`src/rtl/gmii_rx_gen.sv`:
```
// Frames a byte stream as GMII receive traffic: preamble, SFD, payload, zero pad and CRC-32 FCS.
// GMII outputs lag the deciding state by one cycle; in_ready is high only in DATA, otherwise input stalls.
module gmii_rx_gen #(
  parameter int         IFG_BYTES      = 12,
  parameter int         PREAMBLE_BYTES = 7,
  parameter logic [7:0] SFD_BYTE       = 8'hD5,
  parameter bit         APPEND_FCS     = 1'b1,
  parameter bit         PAD_MIN        = 1'b1
) (
  input  logic        gmii_rxclk,
  input  logic        rst,
  input  logic        in_valid,
  input  logic [7:0]  in_data,
  input  logic        in_last,
  input  logic        in_err,
  output logic        in_ready,
  output logic        gmii_rxctrl,
  output logic [7:0]  gmii_rxdata,
  output logic        gmii_rxerr,
  output logic        busy,
  output logic [15:0] frame_cnt
);

  typedef enum logic [2:0] {S_IFG, S_IDLE, S_PRE, S_SFD, S_DATA, S_PAD, S_FCS} state_t;

  localparam logic [7:0]  LP_IFG_LAST = 8'(IFG_BYTES - 1);
  localparam logic [7:0]  LP_PRE_LAST = 8'(PREAMBLE_BYTES - 1);
  localparam logic [10:0] LP_MIN_LEN  = 11'd60;
  localparam logic [31:0] LP_CRC_INIT = 32'hFFFF_FFFF;

  state_t      r_state;
  state_t      w_state_nxt;
  logic [7:0]  r_tmr;
  logic [10:0] r_cnt;
  logic [31:0] r_crc;
  logic        r_ctrl;
  logic [7:0]  r_data;
  logic        r_err;
  logic [15:0] r_frame_cnt;

  logic        w_ctrl;
  logic [7:0]  w_data;
  logic        w_err;
  logic [7:0]  w_byte;
  logic        w_adv;
  logic        w_frame_done;
  logic [10:0] w_cnt_inc;
  logic [31:0] w_crc_upd;
  logic [31:0] w_fcs;

  function automatic logic [31:0] crc_byte(input logic [31:0] c, input logic [7:0] b);
    logic [31:0] r;
    r = c ^ {24'h0, b};
    for (int k = 0; k < 8; k++) begin
      r = r[0] ? ((r >> 1) ^ 32'hEDB8_8320) : (r >> 1);
    end
    return r;
  endfunction

  assign w_cnt_inc = (r_cnt == 11'h7FF) ? r_cnt : r_cnt + 11'd1;
  assign w_crc_upd = crc_byte(r_crc, w_byte);
  assign w_fcs     = ~r_crc;

  assign in_ready    = (r_state == S_DATA);
  assign busy        = (r_state != S_IDLE);
  assign gmii_rxctrl = r_ctrl;
  assign gmii_rxdata = r_data;
  assign gmii_rxerr  = r_err;
  assign frame_cnt   = r_frame_cnt;

  always_comb begin
    w_state_nxt  = r_state;
    w_ctrl       = 1'b0;
    w_data       = 8'h00;
    w_err        = 1'b0;
    w_byte       = 8'h00;
    w_adv        = 1'b0;
    w_frame_done = 1'b0;
    case (r_state)
      // A frame already waiting skips IDLE so back-to-back gaps are exactly IFG_BYTES long.
      S_IFG: begin
        if (r_tmr == LP_IFG_LAST) w_state_nxt = in_valid ? S_PRE : S_IDLE;
      end
      S_IDLE: begin
        if (in_valid) w_state_nxt = S_PRE;
      end
      S_PRE: begin
        w_ctrl = 1'b1;
        w_data = 8'h55;
        if (r_tmr == LP_PRE_LAST) w_state_nxt = S_SFD;
      end
      S_SFD: begin
        w_ctrl      = 1'b1;
        w_data      = SFD_BYTE;
        w_state_nxt = S_DATA;
      end
      S_DATA: begin
        w_ctrl = 1'b1;
        if (in_valid) begin
          w_data = in_data;
          w_err  = in_err;
          w_byte = in_data;
          w_adv  = 1'b1;
          if (in_last) begin
            if (PAD_MIN && (w_cnt_inc < LP_MIN_LEN)) begin
              w_state_nxt = S_PAD;
            end else if (APPEND_FCS) begin
              w_state_nxt = S_FCS;
            end else begin
              w_state_nxt  = S_IFG;
              w_frame_done = 1'b1;
            end
          end
        end else begin
          w_err = 1'b1;
        end
      end
      S_PAD: begin
        w_ctrl = 1'b1;
        w_adv  = 1'b1;
        if (w_cnt_inc >= LP_MIN_LEN) begin
          if (APPEND_FCS) begin
            w_state_nxt = S_FCS;
          end else begin
            w_state_nxt  = S_IFG;
            w_frame_done = 1'b1;
          end
        end
      end
      S_FCS: begin
        w_ctrl = 1'b1;
        w_data = 8'(w_fcs >> {r_tmr[1:0], 3'b000});
        if (r_tmr[1:0] == 2'd3) begin
          w_state_nxt  = S_IFG;
          w_frame_done = 1'b1;
        end
      end
      default: w_state_nxt = S_IFG;
    endcase
  end

  always_ff @(posedge gmii_rxclk) begin
    if (rst) begin
      r_state     <= S_IFG;
      r_tmr       <= 8'd0;
      r_cnt       <= 11'd0;
      r_crc       <= LP_CRC_INIT;
      r_ctrl      <= 1'b0;
      r_data      <= 8'h00;
      r_err       <= 1'b0;
      r_frame_cnt <= 16'd0;
    end else begin
      r_state <= w_state_nxt;
      r_tmr   <= (w_state_nxt != r_state) ? 8'd0 : r_tmr + 8'd1;
      r_ctrl  <= w_ctrl;
      r_data  <= w_data;
      r_err   <= w_err;
      if (r_state == S_IFG) begin
        r_cnt <= 11'd0;
        r_crc <= LP_CRC_INIT;
      end else if (w_adv) begin
        r_cnt <= w_cnt_inc;
        r_crc <= w_crc_upd;
      end
      if (w_frame_done) r_frame_cnt <= r_frame_cnt + 16'd1;
    end
  end

endmodule

```
`config.mk`:
```
export PLATFORM = sky130hd
export DESIGN_NAME = gmii_rx_gen
export DESIGN_NICKNAME = d
export VERILOG_FILES = /design/src/rtl/gmii_rx_gen.sv
export SDC_FILE = /design/constraint.sdc
export NUM_CORES = 1
export LEC_CHECK = 0
export ABC_AREA = 1
export CAP_MARGIN = 30
export CORE_MARGIN = 1
export CORE_UTILIZATION = 53
export DETAILED_ROUTE_END_ITERATION = 10
export MAX_ROUTING_LAYER = met4
export PLACE_DENSITY = 0.87
export REMOVE_ABC_BUFFERS = 1
export SYNTH_ARGS = -nofsm -noshare
export SYNTH_HDL_FRONTEND = slang
export SYNTH_SLANG_ARGS = --single-unit
```
`constraint.sdc`:
```
create_clock -name gmii_rxclk -period 1.6 [get_ports gmii_rxclk]
set_input_delay 0.16 -clock gmii_rxclk [delete_from_list [all_inputs] [get_ports gmii_rxclk]]
set_output_delay 0.16 -clock gmii_rxclk [all_outputs]
set_load 0.1 [all_outputs]
```
==> flow_summary_export.csv, run 1 <==
group,metric,value,unit
floorplan,die_height,97.7,µm
synthesis,synth_compound_area_frac,0.170,
clock_network,clockBufferDepth,2,
synthesis,synthSimpleGateAreaFrac,0.348,
clock_network,cts_max_level,3,
placed_design,numPlacedInstances,959,
clock_network,cts.sinks,80,
floorplan,ios,41,
synthesis,synthXorXnorAreaFrac,0.0660,
clock_network,clock-root-buffer,"clkbuf_8",
floorplan,die_w,97.7,µm
clock_network,hold_buffers,0,
synthesis,synth_seq_cells,80,
synthesis,ys_seq_area_frac,0.330,
placed_design,dp_hpwl,11700,µm
timing,postGrtWorstEndpoint,"r_crc[2]$_SDFFE_PP1P_/D",
synthesis,synth_mux_area_frac,0,
global_routing,grt_max_degree,22,
global_routing,grt_overflow,131,
synthesis,synth_fa_ha_area_frac,0.0103,
synthesis,yosys_most_used_dff,"dfxtp_1",
placed_design,placed_area,6400,µm²
timing,worstEpCategory,"register data pin",
placed_design,dp_slack,-0.616,ns
status,first-error,"[ERROR GRT-0232] Routing congestion too high. Check the congestion heatmap in the GUI.",
status,flow.stopped_at,"5_1_grt",
synthesis,synth_cells,725,
synthesis,synth_top_family_by_area,"simple AND/OR/NAND/NOR gates",
clock_network,numCtsBuffers,9,
synthesis,synth-edff-count,0,
floorplan,rows,34,
status,status,"did not finish",
synthesis,syn_area_per_cell,6.69,µm²
synthesis,ys_async_sr_fraction,0,
placed_design,place.gp.congestion,1.01,
global_routing,grtUsageTotal,0.791,
floorplan,start_util,0.551,
synthesis,syn_area,4850,µm²
synthesis,yosys_warnings,0,
placed_design,portBuffers,40,
synthesis,synth.distinct_cells,39,
-- per-layer routing --
layer / overflow / global-route usage
met1: 1 / 0.757
met2: 81 / 0.997
met3: 1 / 0.500
met4: 48 / 0.908
met5: - / -
-- cells in the mapped netlist (2+ instances only) --
cell	count	area share
dfxtp_1	80	0.33
o211ai_1	13	0.020
nor2_2	4	0.0052
o21a_1	3	0.0046
buf_6	2	0.0046
ha_1	4	0.010
nor2_1	47	0.036
clkbuf_1	16	0.012
o221ai_1	4	0.0072
nor3_1	6	0.0062
nor3_2	2	0.0041
o21ai_0	46	0.047
xor2_1	26	0.047
nand2_2	23	0.030
xnor2_2	2	0.0067
nand2_1	192	0.15
a31oi_1	8	0.010
nand4_1	6	0.0077
a211oi_1	3	0.0046
nand2_4	5	0.012
nand3_1	65	0.067
nor2_4	5	0.012
nand3_2	5	0.010
a21oi_1	61	0.063
inv_1	70	0.054
xnor2_1	5	0.0090
inv_2	3	0.0023
o21ai_1	7	0.0072
buf_2	2	0.0021
-- cells by family after synthesis --
group	Yosys count
fa+ha+maj	4
xor+xnor	34
simple gates	365
compound gates	148
flops	80
buf+inv	94
-- stage by stage --
| stage | util | hold WS, ns |
|---|---|---|
| 2_1_floorplan | - | 0.229 |
| 3_3_place_gp | 0.727 | 0.483 |
| 3_5_place_dp | 0.727 | 0.503 |
| 4_1_cts | 0.865 | 0.468 |
-- timing repair --
item                                    CTS
buffers inserted                         38
endpoints found under the setup margin   57
resized for setup                       182
cloned                                    1
pin swaps                                55
==> inputs of run 2 (changes only) <==
Settings changed: CORE_UTILIZATION 53 to 40, MAX_ROUTING_LAYER met4 to unset, PLACE_DENSITY 0.87 to unset, PLACE_DENSITY_LB_ADDON set to 0.15.
Clock period 1.6 ns to 2.1 ns, I/O delays scaled along.
==> run 2 against run 1 <==
- area after synthesis is the same
- synthesized cell count is the same
- the flow now finishes, with violations (DRC)
==> flow_summary_export.csv, run 2 <==
group,metric,value,unit
status,status,"complete, but fails checks",
status,violations,"DRC",
power,swShare,0.243,
power,p_clk_frac,0.486,
finish,fill_cells,1129,
placed_design,dp_hpwl,10300,µm
finish,final_common_cell,"nand2_1",
power,p_leak,2.67,nW
critical_path,critPathCaptureType,"flop",
global_routing,grt_max_degree,34,
routing,wl_per_cell,14.5,µm
clock_network,cts_tree,"done",
finish,regMostFlops,"r_crc",
critical_path,cp.arrival,2.21,ns
finish,diodes,0,
timing,hold_violations,0,
synthesis,synth_common_cells,"192 x nand2_1, 80 x dfxtp_1, 70 x inv_1",
synthesis,ys_async_sr_fraction,0,
worst_hold_path,holdCritPathClass,"in -> reg",
floorplan,ios,41,
critical_path,path_max_fanout,14,
timing,max_freq,508,MHz
placed_design,numPlacedInstances,940,
routing,drt-total-wl,13900,µm
placed_design,portBuffers,40,
clock_network,numCtsBuffers,9,
clock_network,cts_max_level,3,
floorplan,die_w,112,µm
routing,drt_iter0_drc,348,
power,p_int,0.00280,W
finish,final_area,6180,µm²
floorplan,core-area,11600,µm²
routing,dr_total_vias,4987,
synthesis,yosys_most_used_dff,"dfxtp_1",
routing,via_per_inst,5.19,
finish,largest_reg_flops,32,
timing,fin_skew,0.00517,ns
synthesis,ys_seq_area_frac,0.330,
clock_network,cts.sinks,80,
critical_path,critPathRequiredTime,2.34,ns
finish,instances_no_fill,961,
global_routing,met1_usage,0.317,
timing,worst_pin_slew,0.639,ns
timing,report.final.slew_viol_count,0,
routing,first_pass_iters,8,
power,pwr-share-seq,0.418,
floorplan,start_util,0.418,
clock_network,clock-root-buffer,"clkbuf_16",
timing,finalSetupViolCount,0,
finish,final_cell_mix,"187 x nand2_1, 81 x buf_4, 77 x dfxtp_1, 70 x inv_1, 65 x nand3_1",
synthesis,yosys_warnings,0,
synthesis,synth-edff-count,0,
placed_design,place.gp.congestion,0.926,
job,drv_cap,0,
floorplan,rows,39,
global_routing,grtUsageTotal,0.229,
floorplan,die_height,112,µm
clock_network,clkSlewWorstSetupHoldPaths,0.06,ns
placed_design,placed_area,5730,µm²
floorplan,die_area,12600,µm²
global_routing,grtUsageMet3,0.0475,
global_routing,antenna_found_initial,0,
finish,drive_gt1_frac,0.204,
synthesis,netlist.area_leader.share,0.330,
synthesis,synth_top_area_cell,"dfxtp_1",
routing,drt_drc_violations_left,5,
clock_network,clk_latency,0.35,ns
clock_network,clockBufferDepth,2,
power,combPwrFrac,0.095,
power,vdd_drop_max,0.000352,V
synthesis,synth_seq_cells,80,
critical_path,critPathKind,"reg -> reg",
synthesis,synth.distinct_cells,39,
global_routing,grt_pass1_vias,4555,
power,power.switching,0.000902,W
timing,maxSlewHeadroom,0.573,
critical_path,startpoint_type,"flop",
finish,nNetsFinal,830,
global_routing,met2_usage,0.355,
global_routing,grt_overflow,0,
finish,areaGrowthSynthToFinish,27.4,%
timing,finalCritPeriodShare,0.937,
routing,ant_nets,0,
global_routing,top_usage_layer,"met2",
synthesis,synth_most_common_cell,"nand2_1",
global_routing,grt_pass1_wl,22600,µm
synthesis,synth_cells,725,
power,power_density,599,nW/µm²
synthesis,ys_top_cells_by_area,"dfxtp_1 33%, nand2_1 15%, nand3_1 6.7%, a21oi_1 6.3%, inv_1 5.4%",
synthesis,syn_area,4850,µm²
timing,layout_min_cycle_time,1.97,ns
synthesis,syn_area_per_cell,6.69,µm²
## run 2: cell counts after synthesis
No cell type changed its count.
## run 2: worst max-delay path, stage by stage, from the launching register on
cell,delay (ns)
dfxtp_4,0.37
nor2_4,0.14
nand2_4,0.08
nor2_4,0.17
buf_12,0.16
nand2_1,0.09
nand2_1,0.08
nand2_2,0.12
nand2_1,0.08
nand2_1,0.15
nand2_1,0.10
nand2_1,0.07
inv_1,0.05
nand3_1,0.07
nand3_1,0.07
nand2_1,0.05
## run 2: area by class of cell
| cell class | count | area [µm²] | area share |
|---|---|---|---|
| clock buffer | 10 | 229 | 0.0370 |
| tap | 143 | 179 | 0.0289 |
| clock inverter | 6 | 108 | 0.0174 |
| timing repair buffer | 98 | 828 | 0.134 |
| multi-input combinational | 551 | 2960 | 0.478 |
| inverter | 73 | 274 | 0.0443 |
| sequential | 80 | 1610 | 0.260 |
## run 2: final timing paths
path	slack, ns	to	cells after the start	from
worst max-delay path	0.13	r_crc[19]	15	r_state[1]
worst min-delay path	0.50	gmii_rxerr	3	in_err
worst max register to register	0.13	r_crc[19]	15	r_state[1]
worst min register to register	0.50	frame_cnt[14]	2	frame_cnt[14]
## run 2: logic make-up after synthesis
family	share of synthesized area
and+or+nand+nor	0.348
buffers and inverters	0.0763
DFF	0.330
AOI/OAI and AO/OA	0.170
xor gates and xnor gates	0.0660
adders and majority gates	0.0103
## run 2: layer usage
metal,wire length (µm),share of wire,vias up
met5,0,0,-
met2,6030,0.43,154
met3,979,0.070,19
met4,212,0.015,0
li1,-,-,2559
met1,6670,0.48,2255
## run 2: power groups by stage
stage          sequential, W  combinational, W  clock, W
2_1_floorplan        0.00164          0.000133         0
5_1_grt              0.00155          0.000385   0.00191
6_report             0.00155          0.000353   0.00180
4_1_cts              0.00155          0.000339   0.00184
3_3_place_gp         0.00158          0.000335         0
3_5_place_dp         0.00158          0.000338         0
## run 2: repair_timing
action / in CTS / in global routing
hold buffers: 0 / 0
endpoints found under the setup margin: 0 / 30
setup buffers: 0 / 5
resized for setup: 0 / 23
## run 2: stage by stage
step                power, W   util  setup TNS, ns  worst slack [ns]  hold WS [ns]
global placement     0.00192  0.493         -0.294           -0.0713         0.485
floorplan            0.00178      -         -15.94            -0.609         0.279
global route         0.00384  0.532         -0.103           -0.0188         0.519
detailed placement   0.00192  0.493         -0.638           -0.0878         0.488
finish               0.00371  0.532              0             0.132         0.504
CTS                  0.00373  0.522              0            0.0443         0.503
No activity file was read; power rests on OpenSTA's default activity.
==> inputs of run 3 (changes only) <==
Settings changed: CELL_PAD_IN_SITES_DETAIL_PLACEMENT set to 2, CELL_PAD_IN_SITES_GLOBAL_PLACEMENT set to 2, CORE_UTILIZATION 40 to 33.
==> run 3 against run 2 <==
- the flow finishes with violations (setup timing)
- count of clock-buffer cells in the layout grew 1
- sequential power hardly changed
- maximum frequency is 14% lower
- clock power barely moved
- non-clock buffer count up 24
- design area up 11%
- global-route usage up 5.0 points
- setup slack lost 0.33 ns
- sequential cell count is the same
- sequential share of layout area is 2.6 points lower
- clock skew grew 0.0063 ns
- largest cell class unchanged
==> flow_summary_export.csv, run 3 (synthesized netlist as in run 2, its figures left out) <==
group,metric,value,unit
floorplan,start_util,0.344,
critical_path,path_max_fanout,3,
finish,diodes,0,
routing,via_per_inst,5.79,
power,p_leak,2.93,nW
power,power,0.00377,W
finish,areaGrowthSynthToFinish,41.6,%
placed_design,portBuffers,40,
timing,finalCritPeriodShare,1.09,
global_routing,grt_max_degree,34,
finish,final_cell_mix,"146 x nand2_1, 95 x buf_4, 78 x dfxtp_1, 66 x inv_1, 61 x a21oi_1",
worst_hold_path,whs_endpoint,"gmii_rxerr",
worst_hold_path,hp-start,"in_err",
timing,setup-tns-final,-1.22,ns
clock_network,numCtsBuffers,9,
floorplan,ios,41,
timing,fin_skew,0.0115,ns
critical_path,critPathKind,"reg -> reg",
timing,finalSetupViolCount,22,
status,violations,"setup timing",
critical_path,crit_start,"r_state[1]",
clock_network,clkSlewWorstSetupHoldPaths,0.07,ns
timing,fin_ws,-0.198,ns
routing,drt_iter0_drc,381,
clock_network,cts_max_level,3,
global_routing,grt_pass1_vias,5914,
routing,first_pass_iters,5,
global_routing,grtUsageTotal,0.279,
timing,hold_violations,0,
timing,worst_pin_slew,0.567,ns
critical_path,rr_worst_depth,13,
finish,nNetsFinal,854,
clock_network,cts_tree,"done",
finish,regMostFlops,"r_crc",
clock_network,clk_latency,0.37,ns
routing,dr_total_vias,5919,
placed_design,dp_hpwl,14800,µm
floorplan,core-area,14100,µm²
timing,report.final.slew_viol_count,0,
floorplan,die_w,123,µm
global_routing,grt_overflow,0,
finish,drive_gt1_frac,0.302,
floorplan,die_height,123,µm
placed_design,place.gp.congestion,0.852,
power,vdd_drop_max,0.000364,V
finish,largest_reg_flops,32,
power,power_density,549,nW/µm²
placed_design,dp_slack,-0.261,ns
timing,grt_setup_unrepaired,"true",
finish,final_core_util,0.488,
timing,layout_min_cycle_time,2.30,ns
worst_hold_path,holdCritPathClass,"in -> reg",
critical_path,critPathCaptureType,"flop",
critical_path,cp.arrival,2.55,ns
finish,final_common_cell,"nand2_1",
floorplan,rows,43,
timing,maxSlewHeadroom,0.622,
routing,drt-total-wl,27100,µm
global_routing,grt_pass1_wl,31700,µm
routing,wl_per_cell,26.5,µm
global_routing,antenna_found_initial,0,
critical_path,startpoint_type,"flop",
clock_network,clockBufferDepth,2,
worst_hold_path,min_path_cells,3,
routing,drt_drc_violations_left,0,
job,drv_cap,0,
floorplan,die_area,15200,µm²
routing,ant_nets,0,
critical_path,critPathRequiredTime,2.35,ns
critical_path,critical_path.reg2reg.endpoint,"r_crc[18]",
critical_path,rr_startpoint,"r_state[1]",
critical_path,regToRegSetupSlack,-0.20,ns
timing,hold_ws,0.536,ns
timing,max_freq,435,MHz
clock_network,clock-root-buffer,"clkbuf_16",
status,status,"complete, but fails checks",
clock_network,cts.sinks,80,
==> run 3: per-stage QoR <==
stage	cells	cell area, µm²
floorplan	704	4760
global placement	993	5910
detailed placement	993	5910
CTS	1010	6290
global route	1022	6870
finish	1022	6870
==> run 3: worst max path at each step <==
stage	cells after the start	slack, ns	endpoint
final	13	-0.20	r_crc[18]
after global routing	15	-0.23	r_crc[19]
after CTS	13	0.002	r_crc[25]
after detailed placement	13	-0.26	r_crc[18]
after global placement	13	-0.20	r_crc[18]
after floorplan	9	-0.61	r_cnt[0]
==> run 3: repair_timing <==
action / in CTS / in global routing
cloned: 0 / 3
hold buffers: 0 / 0
hold endpoints to repair: 0 / 0
pin swaps: 3 / 28
buffers inserted: 1 / 9
resized for setup: 12 / 112
setup endpoints to repair: 9 / 39
==> run 3: worst max-delay path: stages (launching register included) <==
cell     delay (ns)
dfxtp_4        0.37
inv_1          0.13
nand2_1        0.13
nor2_2         0.15
nand3_1        0.20
nand2_1        0.16
nand2_2        0.11
buf_4          0.17
xnor2_2        0.20
nand2_1        0.13
nand2_2        0.12
nand3_1        0.10
nand3_1        0.13
nand2_1        0.08
==> run 3: area by class of cell <==
cell class,count,area (µm²)
Sequential cell,80,1610
Timing Repair Buffer,122,1110
Inverter,73,279
Clock buffer,11,233
Clock inverter,5,81.3
Tap cell,180,225
Fill cell,1594,7220
Multi-Input combinational cell,551,3340
==> run 3: report_power, final <==
part	internal, W	switching, W
registers	0.00154	0.0000149
clock network	0.00104	0.000755
logic	0.000113	0.000308
total	0.00269	0.00108
==> run 3: per-layer routing <==
| metal | wire [µm] | GRT usage |
|---|---|---|
| met5 | 0 | 0 |
| met4 | 1130 | 0.105 |
| met3 | 1220 | 0.0272 |
| met2 | 13600 | 0.500 |
| met1 | 11100 | 0.343 |
==> inputs of run 4 (changes only) <==
Settings changed: SETUP_SLACK_MARGIN set to 0.2.
==> run 4 against run 3 <==
- the flow now stops in 5_1_grt
- area after synthesis is the same
- synthesized cell count is the same
==> flow_summary_export.csv, run 4 <==
group,metric,value,unit
clock_network,clockBufferDepth,2,
floorplan,ios,41,
clock_network,hold_buffers,0,
synthesis,synth_top_area_cell,"dfxtp_1",
clock_network,numCtsBuffers,9,
timing,postGrtWorstEndpoint,"r_crc[25]$_SDFFE_PP1P_/D",
synthesis,synth_common_cells,"192 x nand2_1, 80 x dfxtp_1, 70 x inv_1",
floorplan,die_w,123,µm
synthesis,synth_cells,725,
synthesis,syn_area,4850,µm²
synthesis,yosys_warnings,0,
synthesis,synth-edff-count,0,
synthesis,netlist.area_leader.share,0.330,
synthesis,ys_async_sr_fraction,0,
clock_network,cts.sinks,80,
placed_design,portBuffers,40,
synthesis,synth_most_common_cell,"nand2_1",
synthesis,synth_seq_cells,80,
status,first-error,"[ERROR DPL-0033] detailed placement checks failed during check placement.",
status,status,"did not finish",
global_routing,antenna_found_initial,0,
status,flow.stopped_at,"5_1_grt",
floorplan,rows,43,
floorplan,die_height,123,µm
placed_design,dp_hpwl,14800,µm
placed_design,place.gp.congestion,0.852,
clock_network,cts_max_level,3,
global_routing,grt_max_degree,29,
synthesis,ys_seq_area_frac,0.330,
synthesis,ys_top_cells_by_area,"dfxtp_1 33%, nand2_1 15%, nand3_1 6.7%, a21oi_1 6.3%, inv_1 5.4%",
synthesis,synth.distinct_cells,39,
timing,worstEpCategory,"register data pin",
synthesis,syn_area_per_cell,6.69,µm²
synthesis,yosys_most_used_dff,"dfxtp_1",
clock_network,clock-root-buffer,"clkbuf_16",
floorplan,start_util,0.344,
-- run 4: cell counts after synthesis --
Identical to the previous run, type by type.
-- run 4: repair_timing --
action | CTS
gates cloned | 1
setup endpoints to repair | 43
setup buffers | 18
gates resized for setup | 52
pin swaps | 13
-- run 4: kinds of logic after synthesis --
family	share of synthesized area
AND/OR/NAND/NOR	0.348
AO/OA/AOI/OAI	0.170
XOR/XNOR	0.0660
buffers and inverters	0.0763
adder cells (fa/ha/maj)	0.0103
flip-flops	0.330
-- run 4: through the flow --
stage / TNS (ns) / cell area [µm²] / instances / hold slack, ns / setup slack [ns]
2_1_floorplan: -15.94 / 4760 / 704 / 0.279 / -0.609
3_3_place_gp: -1.52 / 5910 / 993 / 0.482 / -0.201
3_5_place_dp: -3.47 / 5910 / 993 / 0.504 / -0.261
4_1_cts: 0 / 6600 / 1028 / 0.516 / 0.0574
